==> config.mk <==
export PLATFORM = sky130hd
export DESIGN_NAME = sprite_palette_bank
export DESIGN_NICKNAME = d
export VERILOG_FILES = /design/src/rtl/sprite_palette_bank.sv
export SDC_FILE = /design/constraint.sdc
export NUM_CORES = 1
export LEC_CHECK = 0
export ABC_AREA = 1
export CORE_UTILIZATION = 40
export DETAILED_ROUTE_END_ITERATION = 6
export PLACE_DENSITY_LB_ADDON = 0.15
export SYNTH_ARGS = -nofsm -noshare
export SYNTH_HDL_FRONTEND = slang
export SYNTH_SLANG_ARGS = --single-unit
==> constraint.sdc <==
create_clock -name Clk -period 38.4 [get_ports Clk]
set_input_delay 5.76 -clock Clk [delete_from_list [all_inputs] [get_ports Clk]]
set_output_delay 5.76 -clock Clk [all_outputs]
set_load 0.05 [all_outputs]
==> src/rtl/sprite_palette_bank.sv <==
// sprite_palette_bank: multi-bank runtime-writable sprite palette with a fixed 2-cycle lookup.
// Optional hit-flash overlay enabled by defining SPRITE_PALETTE_FLASH_EN.
module sprite_palette_bank #(
    parameter int INDEX_W      = 3,
    parameter int BANKS        = 4,
    parameter int FLASH_FRAMES = 16,
    localparam int BANK_W      = (BANKS > 1) ? $clog2(BANKS) : 1
) (
    input  logic               Clk,
    input  logic               Reset,
    input  logic               frame_start,
    input  logic [BANK_W-1:0]  bank_req,
    input  logic               bank_req_vld,
    input  logic               wr_en,
    input  logic [BANK_W-1:0]  wr_bank,
    input  logic [INDEX_W-1:0] wr_index,
    input  logic [11:0]        wr_rgb,
    input  logic               pix_vld,
    input  logic [INDEX_W-1:0] pix_index,
    output logic [3:0]         red,
    output logic [3:0]         green,
    output logic [3:0]         blue,
    output logic               out_vld,
    output logic               transparent,
    output logic [BANK_W-1:0]  active_bank,
    input  logic               flash_req
);

    localparam int ENTRIES = 2 ** INDEX_W;
    localparam logic [BANK_W:0] BANK_LIMIT = (BANK_W + 1)'(BANKS);

    typedef enum logic {
        IDLE,
        PENDING
    } state_t;

    function automatic logic [11:0] reset_entry(input int unsigned bank, input int unsigned idx);
        if (bank != 0) return '0;
        case (idx)
            1:       return 12'h0E0;
            2:       return 12'hDA9;
            3:       return 12'h421;
            4:       return 12'hB20;
            5:       return 12'h060;
            6:       return 12'hEEE;
            7:       return 12'h766;
            default: return '0;
        endcase
    endfunction

    logic [11:0]        pal [BANKS][ENTRIES];
    logic               wr_ok;
    logic               req_ok;
    logic               s1_vld;
    logic [INDEX_W-1:0] s1_index;
    logic [BANK_W-1:0]  s1_bank;
    logic [11:0]        lookup_rgb;
    logic               flash_on;
    state_t             state, state_next;
    logic [BANK_W-1:0]  pending, pending_next, active_next;

    always_comb begin
        wr_ok  = wr_en && ({1'b0, wr_bank} < BANK_LIMIT);
        req_ok = bank_req_vld && ({1'b0, bank_req} < BANK_LIMIT);
    end

    // Palette storage; a write and a lookup of the same entry on one edge returns the old value.
    always_ff @(posedge Clk or posedge Reset) begin
        if (Reset) begin
            for (int unsigned b = 0; b < BANKS; b++) begin
                for (int unsigned e = 0; e < ENTRIES; e++) begin
                    pal[b][e] <= reset_entry(b, e);
                end
            end
        end else if (wr_ok) begin
            pal[wr_bank][wr_index] <= wr_rgb;
        end
    end

    always_ff @(posedge Clk or posedge Reset) begin
        if (Reset) begin
            s1_vld   <= 1'b0;
            s1_index <= '0;
            s1_bank  <= '0;
        end else begin
            s1_vld <= pix_vld;
            if (pix_vld) begin
                s1_index <= pix_index;
                s1_bank  <= active_bank;
            end
        end
    end

`ifdef SPRITE_PALETTE_FLASH_EN
    localparam int FLASH_W = $clog2(FLASH_FRAMES + 1);
    logic [FLASH_W-1:0] flash_cnt;

    always_ff @(posedge Clk or posedge Reset) begin
        if (Reset) begin
            flash_cnt <= '0;
        end else if (flash_req) begin
            flash_cnt <= FLASH_W'(FLASH_FRAMES);
        end else if (frame_start && flash_cnt != '0) begin
            flash_cnt <= flash_cnt - FLASH_W'(1);
        end
    end

    // An odd count is necessarily non-zero, so bit 0 alone selects the flash frames.
    always_comb flash_on = flash_cnt[0];
`else
    logic unused_flash_req;
    always_comb begin
        unused_flash_req = flash_req;
        flash_on         = 1'b0;
    end
`endif

    always_comb begin
        lookup_rgb = pal[s1_bank][s1_index];
        if (flash_on && s1_index != '0) lookup_rgb = 12'hEEE;
    end

    always_ff @(posedge Clk or posedge Reset) begin
        if (Reset) begin
            out_vld              <= 1'b0;
            transparent          <= 1'b0;
            {red, green, blue}   <= '0;
        end else begin
            out_vld <= s1_vld;
            if (s1_vld) begin
                {red, green, blue} <= lookup_rgb;
                transparent        <= (s1_index == '0);
            end
        end
    end

    always_ff @(posedge Clk or posedge Reset) begin
        if (Reset) begin
            state       <= IDLE;
            pending     <= '0;
            active_bank <= '0;
        end else begin
            state       <= state_next;
            pending     <= pending_next;
            active_bank <= active_next;
        end
    end

    // A request arriving with frame_start bypasses the pending slot and swaps immediately.
    always_comb begin
        state_next   = state;
        pending_next = pending;
        active_next  = active_bank;
        case (state)
            IDLE: begin
                if (req_ok) begin
                    if (frame_start) begin
                        active_next = bank_req;
                    end else begin
                        pending_next = bank_req;
                        state_next   = PENDING;
                    end
                end
            end
            PENDING: begin
                if (frame_start) begin
                    active_next = req_ok ? bank_req : pending;
                    state_next  = IDLE;
                end else if (req_ok) begin
                    pending_next = bank_req;
                end
            end
            default: state_next = IDLE;
        endcase
    end

endmodule

# Yosys cells after proc, flatten, opt, wreduce, memory -nomap -nowiden

Index checks and enable logic that the tools add are counted.

Register bits: 409
Input bits: 29
Output and inout port bits: 16
Word-level logic and storage cells: 87

Order comparisons: 6
Eq/ne operators: 5
Muxes and demuxes: 23
Bitwise gates (word level): 5
Reduce and logical (&&, ||, !) cells: 5

Operator list:

| kind                 | number |
|---|---|
| $bwmux W384          | 1 |
| $mux W96             | 3 |
| $bmux W96 S2         | 1 |
| $demux W96 S2        | 1 |
| $bmux W12 S3         | 1 |
| $demux W12 S3        | 1 |
| $mux W12             | 3 |
| $mux W2              | 7 |
| $ne A2 B2 Y1 const B | 5 |
| $ge A4 B4 Y1 const B | 2 |
| $not A3 Y4           | 2 |
| $pmux W2 S2          | 2 |
| $ge A3 B3 Y1 const B | 2 |
| $not A2 Y3           | 2 |
| $reduce_and A3 Y1    | 2 |
| $lt A4 B1 Y1 const B | 1 |
| $logic_not A3 Y1     | 1 |
| $lt A3 B1 Y1 const B | 1 |
| $logic_and A1 B1 Y1  | 2 |
| $mux W1              | 2 |
| $pmux W1 S2          | 1 |
| $not A1 Y1           | 1 |

# Logic depth before layout (Yosys ltp)

Depth after elaboration: 8
Mapped depth: 12

# Worst setup path before layout

OpenSTA, ideal clock, no wires.

Kind: input to register
From: input port wr_en
To: register pal[24] (netlist name)
Data arrival time: 6853 ps
Data required time: 38323 ps
Setup slack: 31469 ps
Stages on the path: 7
Buffers on the path: 1
Cell sequence: inv_1 -> nor3_4 -> inv_2 -> nor4_4 -> buf_2 -> nor2_1 -> a21oi_1

RTL lines:

| item                            | line | source |
|---|---|---|
| from (decl)                     | 14   | `input logic wr_en,` |
| to (signal, indexed assignment) | 72   | `pal[b][e] <= reset_entry(b, e);` |
| to (signal, indexed assignment) | 76   | `pal[wr_bank][wr_index] <= wr_rgb;` |
| to (decl)                       | 51   | `logic [11:0] pal [BANKS][ENTRIES];` |

# Final worst setup path

From: input port wr_bank[0]
To: register pal[282] (netlist name)

Cells in the longest elaborated chain, start to end: 6
Elaborated cells on any way between the ends: 7

Ends and longest elaborated chain:

| item                                                               | line | source |
|---|---|---|
| from (decl)                                                        | 15   | `input logic [BANK_W-1:0] wr_bank,` |
| $not A2 Y3 (not written as such) *                                 | 76   |  |
| $ge A3 B3 Y1 (not written as such) or $lt A3 B1 Y1 (tied branches) | 76   |  |
| $logic_and A1 B1 Y1 (not written as such)                          | 76   |  |
| $mux W96 (not written as such)                                     | 76   |  |
| $demux W96 S2 *                                                    | 76   |  |
| $bwmux W384 *                                                      | 76   |  |

Every way passes the cells marked *; elsewhere a longest branch is shown, timed or not.
A chain may end at the register's enable or synchronous reset.

==> parameters.txt <==
Parameter                              Value

Power and ir drop
  Maximum resistive drop on vdd ... 0.0000370 V
  Standby leakage power ... 9.34 nW
  Part of the total power dissipated in the clock network ... 0.348
  Sequential fraction of design power ... 0.463
  Psw ... 0.376 mW
  Combinational power share ... 0.189
  Net switching share of the total power ... 0.307
  Pwr dens ... 59.7 nW/um^2
  Cell internal pwr ... 0.849 mW

Synthesis
  Fraction of synthesized cell area taken by the top area cell type ... 0.508
  Cells after synthesis ... 2294
  Post-synthesis area per instance ... 8.03 sq um
  Yosys warning total ... 0
  Post-synthesis cell type with the largest combined area ... dfrtp_1
  Sequential area share after synthesis ... 0.558
  Synth Cell Area ... 18400 sq um
  Top post-synthesis cells by area ... dfrtp_1 51%, nand2_1 17%, o21ai_0 9.9%, nand3_1 7.6%, dfstp_2 5.0%
  Number of library cell types mapped by synthesis ... 21
  Synthesized netlist net count ... 2323
  Post-synthesis register bit count ... 409

Finish
  Area used by sequential logic in the layout ... 10300 sq um
  Number of inserted filler cells in the final layout ... 4464
  Diodes inserted ... 0
  Area occupied by multi-input gates ... 7220 sq um
  Leading cell types in the layout, fill and taps excluded ... 838 x nand2_1, 371 x dfrtp_1, 365 x o21ai_0, 279 x nand3_1, 79 x nor2_1
  Proportion of layout cells with a drive suffix above 1 ... 0.0619
  Commonest non-fill, non-tap cell in the layout ... nand2_1
  Final #Nets ... 2255
  Layout overhead on the synthesized area ... 11.5%

Worst setup path
  Arrival time worst endpoint ... 8.35 ns
  Crit start category ... input port
  Worst Reg-to-Reg Cells ... 10
  Crit Path Max Fanout ... 24
  Crit Path Category ... input port to flip-flop
  Endpoint type of the worst setup path ... flip-flop
  Data required, critical path ... 38.86 ns

STA
  Number of max-slew violations in the final report ... 0
  Fin crit share ... 0.206
  Worst setup margin ... 30.51 ns
  Final setup violation count ... 0
  Slew of the pin with the lowest slew margin ... 1.22 ns
  Sum Neg Setup Slack ... 0 ns
  Total count of hold-check failures in the final report ... 0
  Unrepaired setup endpoints after global routing ... false
  Final Critical Period ... 7.89 ns
  Maximum clock frequency ... 127 MHz
  Worst Clk Skew ... 0.0115 ns
  Relative slew slack ... 0.183

Hold path
  Hold WC Path Type ... flip-flop to flip-flop
  Worst hold stages ... 2

Placement
  Routability Congestion ... 0.818
  # port buffers ... 43
  Half-perimeter wire length after placement ... 30700 microns
  Setup slack at placement ... 29.98 ns

Drt
  Vias per std cell ... 5.29
  Routed length per placed instance ... 18.8 microns
  Number of routed nets with antenna violations ... 0
  Wire length after detailed routing ... 53800 microns
  Total vias in the final route ... 15100
  Number of DRC markers in iteration 0 ... 1249
  DRC ... 0
  Number of optimization iterations in the first detailed-route pass ... 5

Flow run
  Number of max-cap violations ... 0

Clock tree
  Total clock buffers created by CTS ... 46
  H-tree levels ... 2
  Clock insertion delay at the later pin of the skew report ... 0.58 ns
  Post-CTS repair timing setup buffer count ... 0
  Number of hold buffers added after cts ... 0
  Clock root cell ... clkbuf_16
  Max clock buf depth ... 3
  CTS tree ... yes
  Clock edge transition at the registers on the reported setup and hold paths ... 0.06 ns
  Clock tree sinks ... 409
  Post-CTS resize count ... 0

Die
  Floorplan core area ... 45400 sq um
  # rows ... 78
  Die footprint ... 46900 sq um
  Number of ports placed on the die boundary ... 45
  Initial core utilization ... 0.406
  Die outline height ... 217 microns
  Horizontal die dimension ... 217 microns

Global routing
  Overflow left after global routing ... 0
  Via count of the first global-routing pass ... 14300
  Total routing resource utilization after global routing ... 0.236
  Maximum number of pins on one net before global-route repair ... 135
  First-pass GRT wire length ... 85600 microns
  Initial antenna violation count ... 1

Status
  Result of the run ... finished clean
-- state kept, by name, indices dropped and copies added, names as in the netlist --
signal       cells
s1_vld           1
state            1
s1_index         3
blue             4
green            4
red              4
active_bank      2
s1_bank          2
transparent      1
pal            384
pending          2
out_vld          1
-- power groups by stage --
stage | combinational, mW | sequential, mW | clock [mW]
finish | 0.231 | 0.567 | 0.426
global placement | 0.228 | 0.570 | 0
global route | 0.265 | 0.577 | 0.455
floorplan | 0.162 | 0.569 | 0
CTS | 0.233 | 0.566 | 0.437
detailed placement | 0.233 | 0.573 | 0
-- synthesized netlist by cell type --
| master | n |
|---|---|
| o22ai_1 | 6 |
| buf_1 | 21 |
| dfrtp_1 | 374 |
| nor2_4 | 2 |
| clkbuf_1 | 127 |
| inv_1 | 45 |
| o21ai_0 | 365 |
| nor3_4 | 2 |
| nor2_1 | 79 |
| o21ai_1 | 4 |
| nor4_4 | 2 |
| mux2i_1 | 2 |
| buf_4 | 2 |
| inv_2 | 5 |
| buf_2 | 32 |
| nand2_1 | 838 |
| nor3_1 | 8 |
| nor3_2 | 2 |
| nand3_1 | 279 |
| dfstp_2 | 35 |
| a21oi_1 | 64 |
-- logic make-up after synthesis --
family | count (synthesis) | share of synthesized area
AND/OR/NAND/NOR | 1212 | 0.271
AO/OA/AOI/OAI | 439 | 0.120
flip-flops | 409 | 0.558
buffers and inverters | 232 | 0.0499
multiplexers | 2 | 0.00109
-- worst paths after layout --
check | start | to | slack (ns)
setup / recovery | wr_bank[0] | pal[282]$_DFFE_PP0P_ | 30.51
max in group asynchronous | Reset | s1_index[0]$_DFFE_PP0P_ | 30.99
min in group asynchronous | Reset | pal[168]$_DFFE_PP0P_ | 5.81
hold / removal | pal[188]$_DFFE_PP0P_ | pal[188]$_DFFE_PP0P_ | 0.48
setup reg to reg | s1_bank[0]$_DFFE_PP0P_ | green[0]$_DFFE_PP0P_ | 34.65
hold reg to reg | pal[188]$_DFFE_PP0P_ | pal[188]$_DFFE_PP0P_ | 0.48
-- metrics by stage --
stage          power [mW]   util  hold WS, ns  instance area [sq um]  instances
4_1_cts              1.24  0.453        0.482                  20500       2863
6_report             1.23  0.453        0.480                  20500       2863
3_3_place_gp        0.798  0.420        0.461                  19100       2778
5_1_grt              1.30  0.453        0.497                  20500       2863
2_1_floorplan       0.731      -        0.430                  18400       2294
3_5_place_dp        0.806  0.420        0.469                  19100       2778
-- critical path, cell delays in order --
cell and delay [ns]:
clkdlybuf4s50_1 0.62, inv_1 0.14, nor3_2 0.65, nand2_1 0.72, o21ai_0 0.45
-- routing by layer --
layer / routed length, microns / part of all wire / up-vias / GRT usage
li1: - / - / 7334 / -
met1: 24700 / 0.46 / 7358 / 0.334
met2: 25400 / 0.47 / 384 / 0.377
met3: 2640 / 0.049 / 67 / 0.0326
met4: 1090 / 0.020 / 2 / 0.0695
met5: 13 / 0.00024 / - / 0
-- area by class of cell --
type	count	area share
Timing Repair Buffer	66	0.0300
Inverter	50	0.00981
Multi-Input combinational cell	1653	0.352
Clock buffer	80	0.0698
Clock inverter	5	0.00134
Tap cell	600	0.0366
Sequential cell	409	0.501
No activity file was read; power rests on OpenSTA's default activity.
